File: src/rtl/mcu_fetch_queue_if.sv
// Fetch front-end bundle: instruction-memory request/grant/response side plus
// the decode-side instruction stream and redirect.
interface mcu_fetch_queue_if #(
    parameter int XLEN  = 32,
    parameter int DEPTH = 4
);
    localparam int CW = $clog2(DEPTH) + 1;

    // Handshakes: a request transfers on a cycle where imem_req & imem_gnt;
    // responses (imem_rvalid) return in request order at most one per cycle;
    // an instruction transfers to decode on a cycle where instr_valid & instr_ready.
    logic            imem_req;
    logic [XLEN-1:0] imem_addr;
    logic            imem_gnt;
    logic            imem_rvalid;
    logic [31:0]     imem_rdata;

    logic            instr_valid;
    logic [31:0]     instr;
    logic [XLEN-1:0] instr_pc;
    logic [XLEN-1:0] instr_pcplus4;
    logic            instr_ready;

    logic            redirect_valid;
    logic [XLEN-1:0] redirect_pc;
    logic [CW-1:0]   queue_count;

    modport master (
        output imem_req, imem_addr,
        input  imem_gnt, imem_rvalid, imem_rdata,
        output instr_valid, instr, instr_pc, instr_pcplus4, queue_count,
        input  instr_ready, redirect_valid, redirect_pc
    );

    modport slave (
        input  imem_req, imem_addr,
        output imem_gnt, imem_rvalid, imem_rdata,
        input  instr_valid, instr, instr_pc, instr_pcplus4, queue_count,
        output instr_ready, redirect_valid, redirect_pc
    );
endinterface

File: src/rtl/mcu_fetch_queue.sv
// Instruction-fetch front end: credit-limited memory requests, DEPTH-entry prefetch
// queue and redirect flush. Define FETCH_BYPASS_EN for a zero-latency empty-queue bypass.
module mcu_fetch_queue #(
    parameter int              XLEN     = 32,
    parameter int              DEPTH    = 4,
    parameter logic [XLEN-1:0] RESET_PC = '0
) (
    input logic               clk,
    input logic               reset,
    mcu_fetch_queue_if.master bus
);
    localparam int              AW      = $clog2(DEPTH);
    localparam int              CW      = AW + 1;
    localparam logic [CW:0]     DEPTH_W = (CW+1)'(DEPTH);
    localparam logic [CW-1:0]   CNT_ONE = CW'(1);
    localparam logic [AW-1:0]   PTR_ONE = AW'(1);
    localparam logic [XLEN-1:0] PC_STEP = XLEN'(4);

    logic [XLEN-1:0] fetch_pc_q, fetch_pc_d;
    logic [XLEN-1:0] resp_pc_q, resp_pc_d;
    logic [AW-1:0]   head_q, head_d;
    logic [AW-1:0]   tail_q, tail_d;
    logic [CW-1:0]   count_q, count_d;
    logic [CW-1:0]   outst_q, outst_d;
    logic [CW-1:0]   discard_q, discard_d;
    logic [31:0]     q_instr_q [DEPTH];
    logic [XLEN-1:0] q_pc_q    [DEPTH];

    logic [CW:0]     credit_used;
    logic            req;
    logic            grant;
    logic            accept;
    logic            drop;
    logic            push;
    logic            pop;
    logic            queue_empty;
    logic            bypass_take;
    logic            head_valid;
    logic [31:0]     head_instr;
    logic [XLEN-1:0] head_pc;

    // Stale in-flight responses will never land in the queue, so they free credit.
    always_comb begin
        credit_used = {1'b0, count_q} + {1'b0, outst_q} - {1'b0, discard_q};
        req         = (credit_used < DEPTH_W);
        grant       = req & bus.imem_gnt;
        queue_empty = (count_q == '0);
        drop        = bus.imem_rvalid & (discard_q != '0);
        accept      = bus.imem_rvalid & (discard_q == '0);
        head_valid  = !queue_empty;
        head_instr  = q_instr_q[head_q];
        head_pc     = q_pc_q[head_q];
        bypass_take = 1'b0;
`ifdef FETCH_BYPASS_EN
        if (queue_empty && accept && !bus.redirect_valid) begin
            head_valid  = 1'b1;
            head_instr  = bus.imem_rdata;
            head_pc     = resp_pc_q;
            bypass_take = bus.instr_ready;
        end
`else
        bypass_take = 1'b0;
`endif
        push = accept & !bypass_take & !bus.redirect_valid;
        pop  = !queue_empty & bus.instr_ready & !bus.redirect_valid;
    end

    always_comb begin
        fetch_pc_d = fetch_pc_q;
        resp_pc_d  = resp_pc_q;
        head_d     = head_q;
        tail_d     = tail_q;
        count_d    = count_q;
        outst_d    = outst_q;
        discard_d  = discard_q;
        if (grant) outst_d = outst_d + CNT_ONE;
        if (bus.imem_rvalid) outst_d = outst_d - CNT_ONE;
        if (bus.redirect_valid) begin
            // Everything still in flight after this cycle belongs to the old path.
            fetch_pc_d = bus.redirect_pc;
            resp_pc_d  = bus.redirect_pc;
            head_d     = '0;
            tail_d     = '0;
            count_d    = '0;
            discard_d  = outst_d;
        end else begin
            if (grant)  fetch_pc_d = fetch_pc_q + PC_STEP;
            if (drop)   discard_d  = discard_q - CNT_ONE;
            if (accept) resp_pc_d  = resp_pc_q + PC_STEP;
            if (push)   tail_d     = tail_q + PTR_ONE;
            if (pop)    head_d     = head_q + PTR_ONE;
            if (push && !pop)      count_d = count_q + CNT_ONE;
            else if (pop && !push) count_d = count_q - CNT_ONE;
        end
    end

    always_ff @(posedge clk or negedge reset) begin
        if (!reset) begin
            fetch_pc_q <= RESET_PC;
            resp_pc_q  <= RESET_PC;
            head_q     <= '0;
            tail_q     <= '0;
            count_q    <= '0;
            outst_q    <= '0;
            discard_q  <= '0;
        end else begin
            fetch_pc_q <= fetch_pc_d;
            resp_pc_q  <= resp_pc_d;
            head_q     <= head_d;
            tail_q     <= tail_d;
            count_q    <= count_d;
            outst_q    <= outst_d;
            discard_q  <= discard_d;
        end
    end

    always_ff @(posedge clk or negedge reset) begin
        if (!reset) begin
            for (int i = 0; i < DEPTH; i++) begin
                q_instr_q[i] <= '0;
                q_pc_q[i]    <= RESET_PC;
            end
        end else if (push) begin
            q_instr_q[tail_q] <= bus.imem_rdata;
            q_pc_q[tail_q]    <= resp_pc_q;
        end
    end

    assign bus.imem_req      = req;
    assign bus.imem_addr     = fetch_pc_q;
    assign bus.instr_valid   = head_valid;
    assign bus.instr         = head_instr;
    assign bus.instr_pc      = head_pc;
    assign bus.instr_pcplus4 = head_pc + PC_STEP;
    assign bus.queue_count   = count_q;
endmodule

File: src/flat_wrapper.sv
// flat-port wrapper written by rule: the top's interface ports become plain ports
module mcu_fetch_queue_flat 
#(
    parameter int              XLEN     = 32,
    parameter int              DEPTH    = 4,
    parameter logic [XLEN-1:0] RESET_PC = '0
)
  (clk, reset, bus_imem_req, bus_imem_addr, bus_imem_gnt, bus_imem_rvalid, bus_imem_rdata, bus_instr_valid, bus_instr, bus_instr_pc, bus_instr_pcplus4, bus_queue_count, bus_instr_ready, bus_redirect_valid, bus_redirect_pc);
  mcu_fetch_queue_if #(.XLEN(XLEN), .DEPTH(DEPTH)) bus_i ();
  input logic clk;
  input logic reset;
  output wire logic [$bits(bus_i.imem_req)-1:0] bus_imem_req;
  output wire logic [$bits(bus_i.imem_addr)-1:0] bus_imem_addr;
  input wire logic [$bits(bus_i.imem_gnt)-1:0] bus_imem_gnt;
  input wire logic [$bits(bus_i.imem_rvalid)-1:0] bus_imem_rvalid;
  input wire logic [$bits(bus_i.imem_rdata)-1:0] bus_imem_rdata;
  output wire logic [$bits(bus_i.instr_valid)-1:0] bus_instr_valid;
  output wire logic [$bits(bus_i.instr)-1:0] bus_instr;
  output wire logic [$bits(bus_i.instr_pc)-1:0] bus_instr_pc;
  output wire logic [$bits(bus_i.instr_pcplus4)-1:0] bus_instr_pcplus4;
  output wire logic [$bits(bus_i.queue_count)-1:0] bus_queue_count;
  input wire logic [$bits(bus_i.instr_ready)-1:0] bus_instr_ready;
  input wire logic [$bits(bus_i.redirect_valid)-1:0] bus_redirect_valid;
  input wire logic [$bits(bus_i.redirect_pc)-1:0] bus_redirect_pc;
  assign bus_imem_req = bus_i.imem_req;
  assign bus_imem_addr = bus_i.imem_addr;
  assign bus_i.imem_gnt = bus_imem_gnt;
  assign bus_i.imem_rvalid = bus_imem_rvalid;
  assign bus_i.imem_rdata = bus_imem_rdata;
  assign bus_instr_valid = bus_i.instr_valid;
  assign bus_instr = bus_i.instr;
  assign bus_instr_pc = bus_i.instr_pc;
  assign bus_instr_pcplus4 = bus_i.instr_pcplus4;
  assign bus_queue_count = bus_i.queue_count;
  assign bus_i.instr_ready = bus_instr_ready;
  assign bus_i.redirect_valid = bus_redirect_valid;
  assign bus_i.redirect_pc = bus_redirect_pc;
  mcu_fetch_queue #(.XLEN(XLEN), .DEPTH(DEPTH), .RESET_PC(RESET_PC)) u_core (.clk(clk), .reset(reset), .bus(bus_i));
endmodule
File: config.mk
export PLATFORM = sky130hd
export DESIGN_NAME = mcu_fetch_queue_flat
export DESIGN_NICKNAME = d
export VERILOG_FILES = /design/src/rtl/mcu_fetch_queue_if.sv /design/src/rtl/mcu_fetch_queue.sv /design/src/flat_wrapper.sv
export SDC_FILE = /design/constraint.sdc
export NUM_CORES = 1
export LEC_CHECK = 0
export CAP_MARGIN = 5
export CORE_MARGIN = 5
export CORE_UTILIZATION = 52
export CTS_BUF_LIST = sky130_fd_sc_hd__clkbuf_8
export DETAILED_ROUTE_END_ITERATION = 12
export PLACE_DENSITY = 0.79
export RECOVER_POWER = 25
export SETUP_SLACK_MARGIN = 0.1
export SYNTH_ARGS = -nofsm -noshare
export SYNTH_HDL_FRONTEND = slang
export SYNTH_SLANG_ARGS = --single-unit
export TNS_END_PERCENT = 100
File: constraint.sdc
create_clock -name clk -period 3.2 [get_ports clk]
set_input_delay 0.96 -clock clk [delete_from_list [all_inputs] [get_ports clk]]
set_output_delay 0.96 -clock clk [all_outputs]
set_load 0.005 [all_outputs]
==> impl_metrics.json <==
{
  "status": "complete, but fails checks",
  "violations": "capacitance limit, slew limit, setup timing",
  "grt_pass1_wl_um": 66970,
  "crit_path_end_kind": "output pin",
  "setup_viol_count_final": 58,
  "clock_path_buffers": 3,
  "die_w_um": 185.9,
  "synth-xor-area-share": 0.03571,
  "worstSkewPairLatency_ns": 0.59,
  "core_um2": 30590,
  "hold_depth": 2,
  "synthDistinctLibCells": 62,
  "dp.cells": 1817,
  "yosysSeqAreaShare": 0.5181,
  "cp-start-kind": "flip-flop",
  "rsz0062_at_grt": "yes",
  "n_fill_cell": 2006,
  "clockRootBuffer": "clkbuf_8",
  "final_area_um2": 21340,
  "p_per_area_nw_per_um2": 863.1,
  "maxSlewHeadroom": -0.1997,
  "critPathArrivalTime_ns": 2.99,
  "syn_nets": 1298,
  "synth_top_family_by_area": "multiplexers",
  "wl_met1_um": 18280,
  "htree_levels": 2,
  "die_height_um": 185.9,
  "core.rowCount": 64,
  "ys.flop_type": "dfrtp_1",
  "cellLeakagePower_nw": 10.06,
  "synth_compound_area_frac": 0.04784,
  "drt-total-wl_um": 43640,
  "yosys.area.top_type_share": 0.5181,
  "clock_skew_ns": 0.02681,
  "grt_max_degree": 72,
  "dp_slack_ns": -0.4217,
  "place_congestion": 0.8373,
  "seq_area_um2": 8338,
  "grt_pass1_vias": 12330,
  "dpl.hpwl_um": 27390,
  "fin_crit_sh": 1.235,
  "slew_violations": 72,
  "port_buffers": 202,
  "viasPerCell": 5.898,
  "worst_ep_required_time_ns": 2.24,
  "synth.area.mux_share": 0.2655,
  "grt_use_total": 0.2445,
  "ir_drop_v": 0.0009247,
  "yosysTopAreaCell": "dfrtp_1",
  "async_flop_share": 1.000,
  "drtIter0Drc": 870,
  "antenna_found_initial": 0,
  "hold_buffers": 0,
  "routed.top_layer": "met4",
  "synth_common_cells": "333 x dfrtp_1, 246 x mux2_2, 69 x nand2_1",
  "fmax_mhz": 253.0,
  "drive_gt1_frac": 0.4499,
  "yosys.area_share.simple": 0.08969,
  "finalCriticalPeriod_ns": 3.952,
  "ys_warn_count": 0,
  "reg2reg_depth": 15,
  "hp-class": "flip-flop to flip-flop",
  "wl_met3_um": 3004,
  "firstDrtPassIters": 5,
  "path_clk_slew_ns": 0.06,
  "nNetsFinal": 1642,
  "avgSynthCellArea_um2": 13.28,
  "synthAdderAreaFrac": 0.01462,
  "ant_nets": 0,
  "tightest_slew_ns": 1.800,
  "power_mw": 18.42,
  "syn_area_um2": 16080,
  "post-route-drc-count": 0,
  "ioPinCount": 203,
  "syn_to_final_growth_pct": 32.70,
  "multi_input_area_um2": 7729,
  "die_area_um2": 34550,
  "synth_edf_count": 0,
  "setup_slack_ns": -0.7521,
  "grt-ovfl-total": 0,
  "fin_cells": 1992,
  "crit_fanout": 5,
  "avgRoutedWirePerCell_um": 21.91,
  "hold_viol": 0,
  "cts_tree": "yes",
  "vias": 11750,
  "initial_core_util": 0.5258,
  "ys_top_cells_by_area": "dfrtp_1 52%, mux2_2 17%, mux4_2 7.1%, mux4_1 2.1%, xor2_1 1.8%",
  "synth_cells": 1211,
  "criticalPathCategory": "flip-flop to output pin",
  "synth-seq-cells": 333,
  "synthMostInstantiatedCell": "dfrtp_1",
  "postPlaceCellArea_um2": 19160,
  "drv_cap": 1,
  "n_antenna_cell": 0,
  "clock_sinks": 333,
  "tritoncts.num_buffers": 54,
  "setup_tns_ns": -17.38,
  "wl_met2_um": 21160
}
metrics by stage:
step           hold slack [ns]    util
2_1_floorplan           0.4416       -
3_3_place_gp            0.4588  0.6264
3_5_place_dp            0.4694  0.6264
4_1_cts                 0.3376  0.6839
5_1_grt                 0.5149  0.6978
6_report                0.4781  0.6978
worst max-delay path, stage by stage (launching register included):
cell     delay [ns]
dfrtp_4        0.50
buf_12         0.16
mux4_2         0.40
ha_4           0.19
and3_4         0.23
nand4_1        0.18
buf_6          0.20
buf_4          0.14
nor3_4         0.11
xor2_1         0.16
buf_2          0.14
where the power goes:
| group | internal (mW) | total, mW | switching, mW |
|---|---|---|---|
| registers | 5.16 | 5.85 | 0.683 |
| clock network | 1.83 | 3.52 | 1.69 |
| logic | 5.29 | 9.05 | 3.76 |
worst paths after layout:
check	from	slack, ns	to
max	u_core.head_q[0]	-0.75	bus_instr_pcplus4[26]
max in group asynchronous	reset	0.42	u_core.q_instr_q[6]
min reg2reg	u_core.q_pc_q[33]	0.48	u_core.q_pc_q[33]
max reg2reg	u_core.outst_q[1]	-0.04	u_core.discard_q[2]
min	u_core.q_pc_q[33]	0.48	u_core.q_pc_q[33]
min in group asynchronous	reset	0.84	u_core.bus.imem_addr[21]
layer usage:
| layer | vias to the layer above | track usage |
|---|---|---|
| li1 | 5155 | - |
| met1 | 6066 | 0.3411 |
| met2 | 444 | 0.3927 |
| met3 | 84 | 0.04651 |
| met4 | 0 | 0.07782 |
| met5 | - | 0 |
registers in the layout, summed over array words and instances, names as in the netlist:
| register | flops |
|---|---|
| u_core.tail_q | 2 |
| u_core.q_pc_q | 128 |
| u_core.head_q | 2 |
| u_core.q_instr_q | 128 |
| u_core.bus.imem_addr | 32 |
| u_core.discard_q | 3 |
| u_core.outst_q | 3 |
| u_core.resp_pc_q | 32 |
| u_core.bus.queue_count | 3 |
final cells by class:
| type | count | area share |
|---|---|---|
| clock buffers | 65 | 0.04191 |
| flip-flops and latches | 333 | 0.3906 |
| inverters | 28 | 0.004924 |
| repair buffers | 364 | 0.1708 |
| well taps | 396 | 0.02321 |
| clock inverters | 32 | 0.006448 |
| multi-input cells | 774 | 0.3621 |
timing repair:
| action | in CTS | in global routing |
|---|---|---|
| endpoints found under the setup margin | 103 | 110 |
| setup buffers | 56 | 36 |
| pin swaps | 34 | 63 |
| gates resized for setup | 490 | 112 |
| hold endpoints to repair | 0 | 0 |
| gates cloned | 5 | 4 |
layout by cell type (no fill, tap or decap), types with 50 or more instances in the layout:
cell	n
mux4_2	64
dfrtp_1	331
inv_1	50
clkdlybuf4s50_1	104
nand2_1	58
clkbuf_8	65
buf_6	85
buf_2	60
mux2_2	245
buf_4	64
kinds of logic after synthesis:
group,Yosys count
mux,311
fa+ha+maj,17
simple gates,256
buf+inv,104
compound gates,126
flops,333
xor+xnor,64
(Power assumes the default switching activity.)
==> variant 1 (config.mk and constraints unchanged) <==
Build with the macro `FETCH_BYPASS_EN` defined.
--- a/src/rtl/mcu_fetch_queue.sv
+++ b/src/rtl/mcu_fetch_queue.sv
@@ -1,5 +1,7 @@
 // Instruction-fetch front end: credit-limited memory requests, DEPTH-entry prefetch
 // queue and redirect flush. Define FETCH_BYPASS_EN for a zero-latency empty-queue bypass.
+`define FETCH_BYPASS_EN
+
 module mcu_fetch_queue #(
     parameter int              XLEN     = 32,
     parameter int              DEPTH    = 4,
Check against the original RTL: not equivalent (a bounded check fails within 4 cycles, from zero or initial values and one cycle with reset low).
==> variant 1 against the original RTL <==
- the run still ends with capacitance limit, slew limit, setup timing left
- die area rose by 4.8%
- final area up 20%
- clock power up 9.9%
- routed wire length up 44%
- critical path depth up 6
- worst setup slack worse by 0.48 ns
- area after synthesis is 5.0% higher
- via count grew 24%
- cell count grew 21%
- sequential cell count unchanged
- sequential power shrank 6.0%
- total power is 16% higher
- critical path type unchanged
- largest power group unchanged
==> variant 1: results (changes against the original RTL) <==
* Final max-slew violation count at 75 (+4.2%)
* Share of cells above drive strength 1 at 58.11% (+13 points)
* Total GRT Usage at 30.65% (+6.2 points)
* First-pass GRT wire length at 86600 µm (+29%)
* Final worst setup slack at -1.228 ns (-0.4763 ns)
* H-tree Lvls at 2 (unchanged)
* Largest net degree at the start of global routing at 93 (+29%)
* GP Congestion at 0.9408 (+12%)
* Top cells by count, synth: dfrtp_1, mux2_2, nand2_1
* Port Buf Inserts at 202 (unchanged)
* Antenna violations before repair at 1 (+1)
* Worst path slowest cell: dfrtp_1
* Ant diodes at 0 (unchanged)
* Max-Cap Viols at 1 (unchanged)
* Data arrival time of the worst path at 3.47 ns (+0.48 ns)
* Worst hold path type: flip-flop to flip-flop
* Delay-heaviest family, CP: simple AND/OR/NAND/NOR gates
* Top Registers: u_core.q_instr_q x128, u_core.q_pc_q x128
* Net Count, Synth at 1469 (+13%)
* Nets at 2006 (+22%)
* Synth Warn # at 0 (unchanged)
* Failing checks: capacitance limit, slew limit, setup timing
* R2R depth at 17 (+2)
* Seq/Total Area, Yosys at 49.32% (-2.5 points)
* Hold depth at 1 (-1)
* Root buffer cell: clkbuf_8
* Yosys cell types at 51 (-18%)
* Final setup vio count at 116 (+100%)
* Drt first pass iters at 7 (+2)
* Via count of the first global-routing pass at 15010 (+22%)
* CTS clk-pin slew, worst paths at 0.06 ns (about the same)
* Clk_skew at 0.01544 ns (-0.01137 ns)
* DR WL/cell at 26.16 µm (+19%)
* Status: finished with violations
* Peak supply drop at 0.4988 mV (-46%)
* Crit path largest cell delay at 0.41 ns (-0.09 ns)
* Cells after DPL at 2155 (+19%)
* Detail Placement HPWL at 32880 µm (+20%)
* Avg Cell Area, Syn at 12.23 µm² (-7.9%)
* Top_reg_cell synth: dfrtp_1
* Clk buf depth at 3 (unchanged)
* Worst-Skew Late Latency at roughly 0.60 ns
* Worst-path fanout max at 4 (-1)
* Finished Layout Cells at 2402 (+21%)
* Iteration-0 DRC Markers at 1360 (+56%)
* Pleak at 0.01218 µW (+21%)
* Top cells by area, synth: dfrtp_1, mux2_2, mux4_2
* TritonCTS buffer count at 55 (+1.9%)
* DR vias/cell at 6.087 (+3.2%)
* Async S/R FF share, synth at 100.0% (unchanged)
* Setup TNS at -65.18 ns (-47.80 ns)
* Slew HR at -45.00% (-25 points)
-- variant 1: cell types whose count changed after synthesis, sizes merged, moves of 20 or more --
cell	unedited run	this run
o21ai	42	20
buf	50	28
mux2	246	299
a31oi	31	2
clkbuf	26	68
xnor2	30	50
nand2	71	198
-- variant 1: cells by family after synthesis --
logic type                 count (synthesis)  share of synthesized area (%)
AOI/OAI and AO/OA                         73                          2.525
xor gates and xnor gates                  96                          4.976
adders and majority gates                 17                          1.392
buffers and inverters                    127                          3.125
DFF                                      333                          49.32
muxes                                    370                          28.90
and+or+nand+nor                          366                          9.767
-- variant 1: cell type report --
type	count	area, µm²
clock inverters	26	137.6
flip-flops and latches	333	8338
clock buffers	72	991.0
fillers	1630	6714
inverters	31	116.4
multi-input cells	922	9663
well taps	442	553.0
repair buffers	576	5776
-- variant 1: per-stage QoR --
stage / util [%] / area [µm²] / hold slack [ns] / total power [µW] / setup slack [ns]
final: 79.21 / 25570 / 0.5017 / 21320 / -1.228
after global routing: 79.21 / 25570 / 0.5120 / 22150 / -1.298
after CTS: 75.35 / 24330 / 0.3594 / 19240 / -1.040
after detailed placement: 65.63 / 21190 / 0.4904 / 13990 / -1.907
after global placement: 65.63 / 21190 / 0.4823 / 13720 / -1.770
after floorplan: - / 17180 / 0.4720 / 9426 / -1.152
-- variant 1: final timing paths --
| check | start | end | slack [ns] |
|---|---|---|---|
| setup / recovery | u_core.discard_q[1] | bus_instr_pcplus4[24] | -1.23 |
| hold / removal | u_core.q_instr_q[61] | u_core.q_instr_q[61] | 0.50 |
| setup reg to reg | u_core.discard_q[1] | u_core.discard_q[2] | -0.41 |
| hold reg to reg | u_core.q_instr_q[61] | u_core.q_instr_q[61] | 0.50 |
| max in group asynchronous | reset | u_core.q_instr_q[69] | 0.24 |
| min in group asynchronous | reset | u_core.bus.imem_addr[16] | 0.95 |
-- variant 1: where the power goes --
part	internal, µW	switching (µW)
Sequential	4940	561
Clock	2080	1780
Combinational	6550	5390
Total	13600	7740
-- variant 1: metal layers --
| metal | routed length [µm] | track usage (%) | up-vias |
|---|---|---|---|
| met3 | 4513 | 5.767 | 335 |
| met1 | 22250 | 36.77 | 7444 |
| li1 | - | - | 5968 |
| met5 | 0 | 0 | - |
| met2 | 31400 | 53.08 | 874 |
| met4 | 4669 | 15.55 | 0 |
-- variant 1: what timing repair did --
| action | 4_1_cts | 5_1_grt |
|---|---|---|
| gates resized for setup | 672 | 294 |
| hold endpoints to repair | 0 | 0 |
| endpoints found under the setup margin | 102 | 129 |
| gates cloned | 9 | 1 |
| pin swaps | 103 | 111 |
| buffers inserted | 112 | 64 |
==> variant 2 (same settings) <==
Without the edit above. Make the reset (`reset`) synchronous in 2 clocked blocks.
--- a/src/rtl/mcu_fetch_queue.sv
+++ b/src/rtl/mcu_fetch_queue.sv
@@ -94,7 +94,7 @@
         end
     end
 
-    always_ff @(posedge clk or negedge reset) begin
+    always_ff @(posedge clk) begin
         if (!reset) begin
             fetch_pc_q <= RESET_PC;
             resp_pc_q  <= RESET_PC;
@@ -114,7 +114,7 @@
         end
     end
 
-    always_ff @(posedge clk or negedge reset) begin
+    always_ff @(posedge clk) begin
         if (!reset) begin
             for (int i = 0; i < DEPTH; i++) begin
                 q_instr_q[i] <= '0;
Function: differs if reset is asserted again (counterexample within 4 cycles, from zero or initial values and one cycle with reset low); with reset held inactive, the same outputs for 4 cycles.
==> variant 2 against the original RTL <==
- sequential share of layout area grew 5.9 points
- worst setup slack gained 0.085 ns
- critical endpoint is now bus_instr_pcplus4[19]
- the run still ends with capacitance limit, slew limit, setup timing left
- cell count grew 2.7%
- area after synthesis shrank 4.8%
- sequential cell count grew 2
- final area shrank 3.4%
- routed wire length grew 4.3%
- highest routed layer unchanged
Power is not compared: it rests on default switching activity, and its combinational part moved more than twofold at a synthesized area within 25%.
==> variant 2: results (changes against the original RTL) <==
* Seq/Total Area, Yosys at 60.52% (+8.7 points)
* Clock buffer count in the final layout at 56 (-14%)
* Share of cells above drive strength 1 at 28.12% (-17 points)
* Min-delay src: u_core.bus.imem_addr[1]
* GP Congestion at 0.8555 (+2.2%)
* Final max-slew violation count at 88 (+22%)
* Final setup vio count at 451 (+680%)
* Failing checks: capacitance limit, slew limit, setup timing
* Fillers at 1781 (-11%)
* DR vias/cell at 5.888 (-0.17%)
* Post-Synth Adder-Cell Area at 1.291% (-0.17 points)
* Max-Cap Viols at 1 (unchanged)
* Iteration-0 DRC Markers at 1303 (+50%)
* Top_reg_cell synth: edfxtp_1
* Avg Cell Area, Syn at 12.15 µm² (-8.6%)
* Final worst setup slack at -0.6669 ns (+0.08521 ns)
* Detail Placement HPWL at 25960 µm (-5.2%)
* Cells after DPL at 1866 (+2.7%)
* EDFF count, synth at 256 (+256)
* TritonCTS buffer count at 52 (-3.7%)
* FF-to-FF Start: u_core.outst_q[1]
* Worst-path fanout max at 6 (+1)
* Top cells by area, synth: edfxtp_1, dfxtp_1, mux4_2
* Status: finished with violations
* Non-clock buffers, area share at 18.19% (+1.1 points)
==> variant 2: cell types whose count changed after synthesis, moves of 16 or more <==
cell	delta
a31oi_1	-17
and4_1	+16
buf_1	-26
clkbuf_1	+33
dfrtp_1	-333
dfxtp_1	+79
edfxtp_1	+256
inv_1	+60
mux2_2	-246
nand2_1	+44
nor2_1	+184
==> variant 2: per-stage QoR <==
| step | worst slack [ns] | TNS [ns] |
|---|---|---|
| after global placement | -0.3756 | -6.668 |
| final | -0.6669 | -112.44 |
| after floorplan | -0.1626 | -10.40 |
| after detailed placement | -0.4136 | -8.054 |
| after CTS | -0.6559 | -23.09 |
| after global routing | -0.7589 | -210.72 |
==> variant 2: layer usage <==
layer	GRT usage (%)	up-vias	share of wire, %
li1	-	5271	-
met1	32.80	5943	38
met2	42.07	728	50
met3	5.122	99	9.2
met4	8.736	0	2.8
met5	0	-	0
==> variant 2: worst max-delay path: stages (launching register included) <==
cell	delay, ns
dfxtp_4	0.37
buf_12	0.14
buf_6	0.11
mux4_2	0.34
nand2_2	0.07
or4_4	0.61
buf_12	0.17
buf_4	0.13
nor3_2	0.12
xor2_1	0.15
buf_2	0.13
==> variant 2: worst max path at each step <==
stage / start / to / cells past startpoint
finish: flip-flop / bus_instr_pcplus4[19] / 10
global placement: flip-flop / bus_instr_pcplus4[30] / 8
floorplan: bus_redirect_valid / u_core.q_instr_q[1][0] / 3
detailed placement: flip-flop / bus_instr_pcplus4[20] / 10
CTS: flip-flop / bus_instr_pcplus4[31] / 9
global route: flip-flop / bus_instr_pcplus4[31] / 12
==> variant 2: what timing repair did <==
| action | in CTS | in global routing |
|---|---|---|
| pin swaps | 37 | 38 |
| endpoints found under the setup margin | 98 | 105 |
| resized for setup | 470 | 134 |
| setup buffers | 58 | 40 |
| cloned | 4 | 1 |
